### src/rtl/gardner_pkg.sv
// Shared types and constants for the Gardner loop-gain scheduler.
package gardner_pkg;

    localparam int ERR_W = 16;

    typedef enum logic [1:0] {
        ST_IDLE  = 2'd0,
        ST_ACQ   = 2'd1,
        ST_TRACK = 2'd2,
        ST_LOCK  = 2'd3
    } gardner_state_e;

    localparam logic [3:0] SHIFT_ACQ_DEF = 4'd6;
    localparam logic [3:0] SHIFT_TRK_DEF = 4'd9;
    localparam logic [3:0] SHIFT_LCK_DEF = 4'd11;

    // Magnitude of a signed error; the most negative code saturates so the result fits in 15 bits.
    function automatic logic [ERR_W-1:0] abs_sat(input logic signed [ERR_W-1:0] e);
        if (e == {1'b1, {(ERR_W-1){1'b0}}})
            return {1'b0, {(ERR_W-1){1'b1}}};
        else if (e[ERR_W-1])
            return ERR_W'(-e);
        else
            return ERR_W'(e);
    endfunction

endpackage

### src/rtl/gardner_loop_ctrl_if.sv
// Signal bundle between the Gardner corrector side and the loop controller.
interface gardner_loop_ctrl_if;
    import gardner_pkg::*;

    logic                    enable;
    logic                    clk_out;
    logic signed [ERR_W-1:0] error_n;
    logic [ERR_W-1:0]        thr_lock;
    logic [ERR_W-1:0]        thr_unlock;
    logic [3:0]              GARDNER_SHIFT;
    logic                    locked;
    logic [1:0]              state;
    logic [ERR_W-1:0]        err_avg;
    logic                    win_done;

    modport master (
        output enable, clk_out, error_n, thr_lock, thr_unlock,
        input  GARDNER_SHIFT, locked, state, err_avg, win_done
    );

    modport slave (
        input  enable, clk_out, error_n, thr_lock, thr_unlock,
        output GARDNER_SHIFT, locked, state, err_avg, win_done
    );

endinterface

### src/rtl/gardner_err_window.sv
// Symbol-strobe detection and windowed mean of |error_n| over 2^WIN_LOG2 symbols.
module gardner_err_window
    import gardner_pkg::*;
#(
    parameter int WIN_LOG2 = 6
) (
    input  logic                    clk,
    input  logic                    rst,
    input  logic                    clear,
    input  logic                    clk_out,
    input  logic signed [ERR_W-1:0] error_n,
    output logic                    win_fire,
    output logic [ERR_W-1:0]        avg_next,
    output logic [ERR_W-1:0]        err_avg,
    output logic                    win_done
);

    localparam int ACC_W = ERR_W + WIN_LOG2;

    logic                clk_out_d;
    logic                sym_stb;
    logic [WIN_LOG2-1:0] sym_cnt;
    logic [ACC_W-1:0]    acc;
    logic [ACC_W-1:0]    acc_sum;
    logic [ERR_W-1:0]    err_abs;

    assign sym_stb  = clk_out & ~clk_out_d;
    assign err_abs  = abs_sat(error_n);
    assign acc_sum  = acc + ACC_W'(err_abs);
    // The decision logic needs the completed mean in the same cycle as the final strobe.
    assign win_fire = sym_stb && !clear && (sym_cnt == '1);
    assign avg_next = ERR_W'(acc_sum >> WIN_LOG2);

    always_ff @(posedge clk) begin
        if (rst) begin
            clk_out_d <= 1'b1;
            sym_cnt   <= '0;
            acc       <= '0;
            err_avg   <= '0;
            win_done  <= 1'b0;
        end else begin
            clk_out_d <= clk_out;
            win_done  <= win_fire;
            if (clear) begin
                sym_cnt <= '0;
                acc     <= '0;
            end else if (sym_stb) begin
                if (win_fire) begin
                    err_avg <= avg_next;
                    sym_cnt <= '0;
                    acc     <= '0;
                end else begin
                    sym_cnt <= sym_cnt + 1'b1;
                    acc     <= acc_sum;
                end
            end
        end
    end

endmodule

### src/rtl/gardner_loop_ctrl.sv
// Gear-shifting loop-gain scheduler with hysteretic lock detection for the Gardner timing loop.
module gardner_loop_ctrl
    import gardner_pkg::*;
#(
    parameter int         WIN_LOG2   = 6,
    parameter int         LOCK_CNT   = 4,
    parameter int         UNLOCK_CNT = 2,
    parameter logic [3:0] SHIFT_ACQ  = SHIFT_ACQ_DEF,
    parameter logic [3:0] SHIFT_TRK  = SHIFT_TRK_DEF,
    parameter logic [3:0] SHIFT_LCK  = SHIFT_LCK_DEF
) (
    input  logic               clk_32M768,
    input  logic               rst_32M768,
    gardner_loop_ctrl_if.slave bus
);

    localparam int GOOD_W = $clog2(LOCK_CNT + 1);
    localparam int BAD_W  = $clog2(UNLOCK_CNT + 1);
    localparam logic [GOOD_W-1:0] GOOD_LAST = GOOD_W'(LOCK_CNT - 1);
    localparam logic [BAD_W-1:0]  BAD_LAST  = BAD_W'(UNLOCK_CNT - 1);

    gardner_state_e    state_q, state_next;
    logic [GOOD_W-1:0] good_q, good_next;
    logic [BAD_W-1:0]  bad_q, bad_next;
    logic [3:0]        shift_q, shift_next;
    logic              locked_q;
    logic              win_clear;
    logic              win_fire;
    logic [ERR_W-1:0]  avg_next;
    logic              is_good;
    logic              is_bad;

    // IDLE and a disabled controller keep the window empty so every active state starts fresh.
    assign win_clear = !bus.enable || (state_q == ST_IDLE);

    gardner_err_window #(
        .WIN_LOG2(WIN_LOG2)
    ) u_window (
        .clk      (clk_32M768),
        .rst      (rst_32M768),
        .clear    (win_clear),
        .clk_out  (bus.clk_out),
        .error_n  (bus.error_n),
        .win_fire (win_fire),
        .avg_next (avg_next),
        .err_avg  (bus.err_avg),
        .win_done (bus.win_done)
    );

    assign is_bad  = (avg_next >= bus.thr_unlock);
    assign is_good = (avg_next < bus.thr_lock) && !is_bad;

    always_ff @(posedge clk_32M768) begin
        if (rst_32M768) begin
            state_q  <= ST_IDLE;
            good_q   <= '0;
            bad_q    <= '0;
            shift_q  <= SHIFT_ACQ;
            locked_q <= 1'b0;
        end else begin
            state_q  <= state_next;
            good_q   <= good_next;
            bad_q    <= bad_next;
            shift_q  <= shift_next;
            locked_q <= (state_next == ST_LOCK);
        end
    end

    always_comb begin
        state_next = state_q;
        good_next  = good_q;
        bad_next   = bad_q;
        if (!bus.enable) begin
            state_next = ST_IDLE;
            good_next  = '0;
            bad_next   = '0;
        end else begin
            unique case (state_q)
                ST_IDLE: begin
                    state_next = ST_ACQ;
                    good_next  = '0;
                    bad_next   = '0;
                end
                ST_ACQ: begin
                    if (win_fire && is_good) begin
                        state_next = ST_TRACK;
                        good_next  = '0;
                    end
                end
                ST_TRACK: begin
                    if (win_fire) begin
                        if (is_bad) begin
                            state_next = ST_ACQ;
                            good_next  = '0;
                        end else if (is_good) begin
                            if (good_q == GOOD_LAST) begin
                                state_next = ST_LOCK;
                                good_next  = '0;
                                bad_next   = '0;
                            end else begin
                                good_next = good_q + 1'b1;
                            end
                        end else begin
                            good_next = '0;
                        end
                    end
                end
                ST_LOCK: begin
                    if (win_fire) begin
                        if (is_bad) begin
                            if (bad_q == BAD_LAST) begin
                                state_next = ST_ACQ;
                                bad_next   = '0;
                            end else begin
                                bad_next = bad_q + 1'b1;
                            end
                        end else begin
                            bad_next = '0;
                        end
                    end
                end
                default: state_next = ST_IDLE;
            endcase
        end
    end

    always_comb begin
        shift_next = SHIFT_ACQ;
        case (state_next)
            ST_TRACK: shift_next = SHIFT_TRK;
            ST_LOCK:  shift_next = SHIFT_LCK;
            default:  shift_next = SHIFT_ACQ;
        endcase
    end

    assign bus.state         = state_q;
    assign bus.GARDNER_SHIFT = shift_q;
    assign bus.locked        = locked_q;

endmodule

### src/flat_wrapper.sv
// flat-port wrapper written by rule: the top's interface ports become plain ports
module gardner_loop_ctrl_flat import gardner_pkg::*;
#(
    parameter int         WIN_LOG2   = 6,
    parameter int         LOCK_CNT   = 4,
    parameter int         UNLOCK_CNT = 2,
    parameter logic [3:0] SHIFT_ACQ  = SHIFT_ACQ_DEF,
    parameter logic [3:0] SHIFT_TRK  = SHIFT_TRK_DEF,
    parameter logic [3:0] SHIFT_LCK  = SHIFT_LCK_DEF
)
  (clk_32M768, rst_32M768, bus_enable, bus_clk_out, bus_error_n, bus_thr_lock, bus_thr_unlock, bus_GARDNER_SHIFT, bus_locked, bus_state, bus_err_avg, bus_win_done);
  gardner_loop_ctrl_if bus_i ();
  input  logic clk_32M768;
  input  logic rst_32M768;
  input wire logic [$bits(bus_i.enable)-1:0] bus_enable;
  input wire logic [$bits(bus_i.clk_out)-1:0] bus_clk_out;
  input wire logic [$bits(bus_i.error_n)-1:0] bus_error_n;
  input wire logic [$bits(bus_i.thr_lock)-1:0] bus_thr_lock;
  input wire logic [$bits(bus_i.thr_unlock)-1:0] bus_thr_unlock;
  output wire logic [$bits(bus_i.GARDNER_SHIFT)-1:0] bus_GARDNER_SHIFT;
  output wire logic [$bits(bus_i.locked)-1:0] bus_locked;
  output wire logic [$bits(bus_i.state)-1:0] bus_state;
  output wire logic [$bits(bus_i.err_avg)-1:0] bus_err_avg;
  output wire logic [$bits(bus_i.win_done)-1:0] bus_win_done;
  assign bus_i.enable = bus_enable;
  assign bus_i.clk_out = bus_clk_out;
  assign bus_i.error_n = bus_error_n;
  assign bus_i.thr_lock = bus_thr_lock;
  assign bus_i.thr_unlock = bus_thr_unlock;
  assign bus_GARDNER_SHIFT = bus_i.GARDNER_SHIFT;
  assign bus_locked = bus_i.locked;
  assign bus_state = bus_i.state;
  assign bus_err_avg = bus_i.err_avg;
  assign bus_win_done = bus_i.win_done;
  gardner_loop_ctrl #(.WIN_LOG2(WIN_LOG2), .LOCK_CNT(LOCK_CNT), .UNLOCK_CNT(UNLOCK_CNT), .SHIFT_ACQ(SHIFT_ACQ), .SHIFT_TRK(SHIFT_TRK), .SHIFT_LCK(SHIFT_LCK)) u_core (.clk_32M768(clk_32M768), .rst_32M768(rst_32M768), .bus(bus_i));
endmodule
### config.mk
export PLATFORM = sky130hd
export DESIGN_NAME = gardner_loop_ctrl_flat
export DESIGN_NICKNAME = d
export VERILOG_FILES = /design/src/rtl/gardner_pkg.sv /design/src/rtl/gardner_loop_ctrl_if.sv /design/src/rtl/gardner_err_window.sv /design/src/rtl/gardner_loop_ctrl.sv /design/src/flat_wrapper.sv
export SDC_FILE = /design/constraint.sdc
export NUM_CORES = 1
export LEC_CHECK = 0
export CAP_MARGIN = 15
export CORE_MARGIN = 10
export CORE_UTILIZATION = 54
export DETAILED_ROUTE_END_ITERATION = 8
export GPL_ROUTABILITY_DRIVEN = 0
export PLACE_DENSITY = 0.91
export SETUP_SLACK_MARGIN = 0.1
export SLEW_MARGIN = 10
export SYNTH_ARGS = -nofsm -noshare
export SYNTH_HDL_FRONTEND = slang
export SYNTH_SLANG_ARGS = --single-unit
### constraint.sdc
create_clock -name clk_32M768 -period 7.7 [get_ports clk_32M768]
set_input_delay 1.155 -clock clk_32M768 [delete_from_list [all_inputs] [get_ports clk_32M768]]
set_output_delay 1.155 -clock clk_32M768 [all_outputs]
set_load 0.1 [all_outputs]
Word-level counts from Yosys, hierarchy flattened. Cells that the tools add are included.

Register bits: 58. Output and inout bits: 24. Logic and storage cells: 81.

Add/sub/neg operators: 5. $lt $le $gt $ge: 2. Equality and inequality tests: 15. Mux-type cells: 29. Bitwise logic cells: 4. Reductions and logical operators: 16.

Operator list (number): $mux W16 (2); $mux W2 (16); $add A22 B16 Y22 (1); $mux W22 (1); $eq A16 B16 Y1 const B (1); $ge A16 B16 Y1 (1); $lt A16 B16 Y1 (1); $neg A16 Y16 (1); $mux W3 (5); $ne A2 B1 Y1 const B (5); $pmux W3 S3 (1); $eq A2 B2 Y1 const B (4); $pmux W2 S4 (1); $pmux W4 S2 (1); $add A6 B1 Y6 const B (1); $eq A6 B6 Y1 const B (1); $mux W6 (1); $pmux W2 S3 (1); $reduce_and A3 Y1 (2); $reduce_and A6 Y1 (1); $reduce_bool A3 Y1 (2); $eq A2 B1 Y1 const B (2); $logic_and A1 B1 Y1 (4); $reduce_or A2 Y1 (2); 9 further kinds (13).

Longest topological paths before layout.
Word-level depth: 14. Depth in mapped cells: 28.

Modules after synthesis. A second synthesis with hierarchy kept.

Cell total of the unflattened synthesis: 616. Area, all modules: 4853.4 µm².

By module, submodules not included: gardner_err_window (instances 1, cells each 436, area an instance 3444.6 µm²); gardner_loop_ctrl (instances 1, cells each 180, area an instance 1408.9 µm²).

Least setup slack after synthesis. Ideal clock, no wire load.

Path type: input port to flip-flop. Start: input port bus_error_n[0]. End: register u_core.good_q[0]. Library setup time: 0.116 ns. Data arrival time: 6.391 ns. Path slack: 1.194 ns. Stages on the path: 27. Path buffers: 1. Cell sequence: inv_1 ha_1 nand2b_1 or4_1 or2_1 or3_1 nand2b_1 buf_2 nand2_1 ha_1 a21oi_1 or2b_1 a21oi_2 o21ai_2 a2111oi_2 a21o_4 xor2_1 inv_1 ha_1 a21o_1 a21o_1 a21oi_1 o21ai_0 a21oi_1 nand3_2 a22o_1 a31o_1.

Longest elaborated chain between the ends: 11.

RTL lines: start, declared (RTL line flat_wrapper.sv:17) `input wire logic [$bits(bus_i.error_n)-1:0] bus_error_n;`; $neg A16 Y16 (RTL line gardner_pkg.sv:22) `return ERR_W'(-e);`; $mux W16 (RTL line gardner_pkg.sv:21) `else if (e[ERR_W-1])`; $mux W16 (*) (RTL line gardner_pkg.sv:19) `if (e == {1'b1, {(ERR_W-1){1'b0}}})`; $add A22 B16 Y22 (*) (RTL line gardner_err_window.sv:29) `assign acc_sum = acc + ACC_W'(err_abs);`; net u_core.avg_next[9] (RTL line gardner_loop_ctrl.sv:29) `logic [ERR_W-1:0] avg_next;`; $ge A16 B16 Y1 (RTL line gardner_loop_ctrl.sv:50) `assign is_bad = (avg_next >= bus.thr_unlock);`; $logic_not A1 Y1 (RTL line gardner_loop_ctrl.sv:51) `assign is_good = (avg_next < bus.thr_lock) && !is_bad;`; $logic_and A1 B1 Y1 (RTL line gardner_loop_ctrl.sv:51); $mux W3 (RTL line gardner_loop_ctrl.sv:95) `end else if (is_good) begin`; $mux W3 (RTL line gardner_loop_ctrl.sv:92) `if (is_bad) begin`; $mux W3 (RTL line gardner_loop_ctrl.sv:91) `if (win_fire) begin`; $pmux W3 S3 (RTL line gardner_loop_ctrl.sv:78) `unique case (state_q)`; end signal, assigned (RTL line gardner_loop_ctrl.sv:62) `good_q <= good_next;`; end, declared (RTL line gardner_loop_ctrl.sv:23) `logic [GOOD_W-1:0] good_q, good_next;`.

The timed path passes the listed nets; every way through them passes the cells marked *. The select of a mux whose other input is x is not followed. A chain may end at the register's enable or synchronous reset.

Final worst setup path. Ends and elaborated chain as after synthesis.

==> metrics.cfg <==
[status]
status = finished, final reports clean

[power]
p_comb_frac = 0.193
p_sw_frac = 0.290
clkPwrFrac = 0.378
leakage_nw = 2.24
power_w = 0.000690
ir_drop_mv = 0.0611
cellPowerDensity_nw_per_um2 = 129
internal_power_w = 0.000490
seqPwrFrac = 0.430
p_sw_w = 0.000200

[sta]
relSlewSlack = 0.296
setup_viol = 0
max_clock_freq_mhz = 142
period_needed_ns = 7.04
fin_setup_tns_ns = 0
rsz0062_at_grt = false
fin_ws_ns = 0.657
fin_skew_ns = 0.0139
period_share = 0.915
report.final.hold_viol_count = 0
slew_violations = 0
worst_slew_pin_slew_ns = 1.06

[critical_path]
slowest_stage = or4_1
crit_type = in2reg
path_common_cell = ha_1
critical_path_peak_fanout = 12
worst_path_largest_cell_delay_ns = 0.45
arrival_ns = 7.29
cp-start-kind = input port
cp-end-kind = flop
required_ns = 7.95

[detailed_routing]
drt_pass1_iterations = 5
via_count = 4405
wl_mm = 12.2
drtAntennaViolNets = 0
wire_per_inst_um = 16.6
drtIter0Drc = 340
via_per_inst = 6.00
drc = 0

[final_layout]
antenna_cells = 0
finalNetCount = 730
final_area_sq_um = 5350
drive_gt1_frac = 0.0728
num-fill-cells = 610
multi_input_area_sq_um = 2970
regArea_sq_um = 1140
syn2layout_area_growth_pct = 22.9

[clock_tree]
cts.sinks = 57
holdBufCountCts = 0
clk_path_buf_depth = 2
numCtsBuffers = 9
htreeDepth = 3
insertion_delay_ns = 0.36
cts_root_buffer = clkbuf_8
cts_tree = built
clk_pin_slew_ns = 0.07

[die]
die-area_sq_um = 12100
coreArea_sq_um = 7810
die_y_um = 110
io_pins = 76
die_w_um = 110
initial_core_util = 0.558
core.rowCount = 32

[yosys]
yosysWarnings = 0
synth.avg_cell_area_sq_um = 7.77
synthesis.area_sq_um = 4360
synth_seq_cells = 57
ys_async_sr_fraction = 0
synth_top_area_frac = 0.262
synth_edf_count = 0
ys_top_cells_by_area = dfxtp_1 (26%), ha_1 (14%), nand2_1 (6.6%), a21oi_1 (4.9%), nor2_1 (3.7%)
synth_nets = 664
synth_most_common_cell = nand2_1
yosysTopAreaCell = dfxtp_1
synth_common_cells = nand2_1 (77), dfxtp_1 (57), ha_1 (50)
syn_inst = 561
synth_cell_types = 67
synthFlopType = dfxtp_1
yosysSeqAreaShare = 0.262

[placement]
io_buffer_count = 75
dp_hpwl_mm = 9.47
placed_area_sq_um = 5160
dp_slack_ns = 0.191

[global_routing]
grt_overflow = 0
grt_pass1_wl_mm = 19.8
antenna_found_initial = 0
grt_start_max_net_pins = 30
grt_pass1_vias = 4326
grtUsageTotal = 0.201

[flow_run]
cap_violations = 0

[min_path]
min_path_type = reg2reg

flip-flops by register name, indices dropped and copies added (netlist names):
name	cells
u_core.u_window.clk_out_d	1
u_core.u_window.win_done	1
u_core.u_window.acc	22
u_core.bus.GARDNER_SHIFT	3
u_core.u_window.sym_cnt	6
u_core.good_q	3
u_core.u_window.err_avg	16
u_core.bus.locked	1
u_core.bus.state	2
u_core.bad_q	2
repair_timing:
| action | 4_1_cts | 5_1_grt |
|---|---|---|
| hold endpoints to repair | 0 | 0 |
| setup endpoints to repair | 0 | 5 |
| setup buffers | 0 | 0 |
| gates resized for setup | 0 | 2 |
cell families after synthesis:
logic type,count (synthesis),synth area share
compound gates,148,0.233
xor+xnor,33,0.0663
fa+ha+maj,51,0.148
buf+inv,65,0.0597
flops,57,0.262
mux,4,0.00919
simple gates,203,0.222
cell usage in the layout, fill, tap and decap left out, types with 5 or more instances in the layout:
master	n
o211ai_1	8
a22oi_1	8
nand3_1	23
nor2_1	43
a21oi_1	42
or3_1	6
nor3_1	9
clkbuf_8	11
xor2_1	18
xnor2_1	15
a211oi_1	7
nand2_1	77
dfxtp_1	57
inv_1	40
a21o_1	10
nand4_1	7
or4_1	5
clkdlybuf4s50_1	75
ha_1	50
o21ai_0	23
o31ai_1	7
a31oi_1	6
routing by layer:
layer,part of all wire,vias up,wire length [um],track usage
met2,0.49,187,5960,0.356
met1,0.42,2061,5100,0.229
met5,0,-,0,0
met3,0.068,26,828,0.0398
met4,0.024,0,295,0.0799
li1,-,2131,-,-
worst paths after layout:
path,depth (start not counted),slack (ns),to,from
max reg2reg,19,3.06,u_core.good_q[0],u_core.u_window.acc[0]
max,28,0.66,u_core.good_q[0],bus_error_n[0]
min,2,0.46,u_core.u_window.err_avg[4],u_core.u_window.err_avg[4]
min reg2reg,2,0.46,u_core.u_window.err_avg[4],u_core.u_window.err_avg[4]
cell type report:
| class | instances | area share |
|---|---|---|
| Sequential cell | 57 | 0.213 |
| Tap cell | 102 | 0.0238 |
| Clock inverter | 4 | 0.00514 |
| Timing Repair Buffer | 79 | 0.146 |
| Clock buffer | 12 | 0.0290 |
| Multi-Input combinational cell | 439 | 0.554 |
| Inverter | 41 | 0.0288 |
critical path, delay by kind of cell:
kind            cells  cell delay, ns
xor+xnor            1            0.23
fa+ha+maj           3            0.74
buf+inv             4            0.83
compound gates     12            2.37
simple gates        8            1.95
power by group through the flow:
stage,combinational (W),clock [W],sequential [W]
CTS,0.000131,0.000260,0.000297
detailed placement,0.000130,0,0.000303
global placement,0.000125,0,0.000303
global route,0.000147,0.000274,0.000297
floorplan,0.0000779,0,0.000305
finish,0.000133,0.000261,0.000297
metrics by stage:
step,hold slack [ns],utilization,instances
after floorplan,0.409,-,561
after global placement,0.421,0.661,718
after detailed placement,0.448,0.661,718
after CTS,0.457,0.684,734
after global routing,0.471,0.686,734
final,0.456,0.686,734
(Power assumes the default switching activity.)
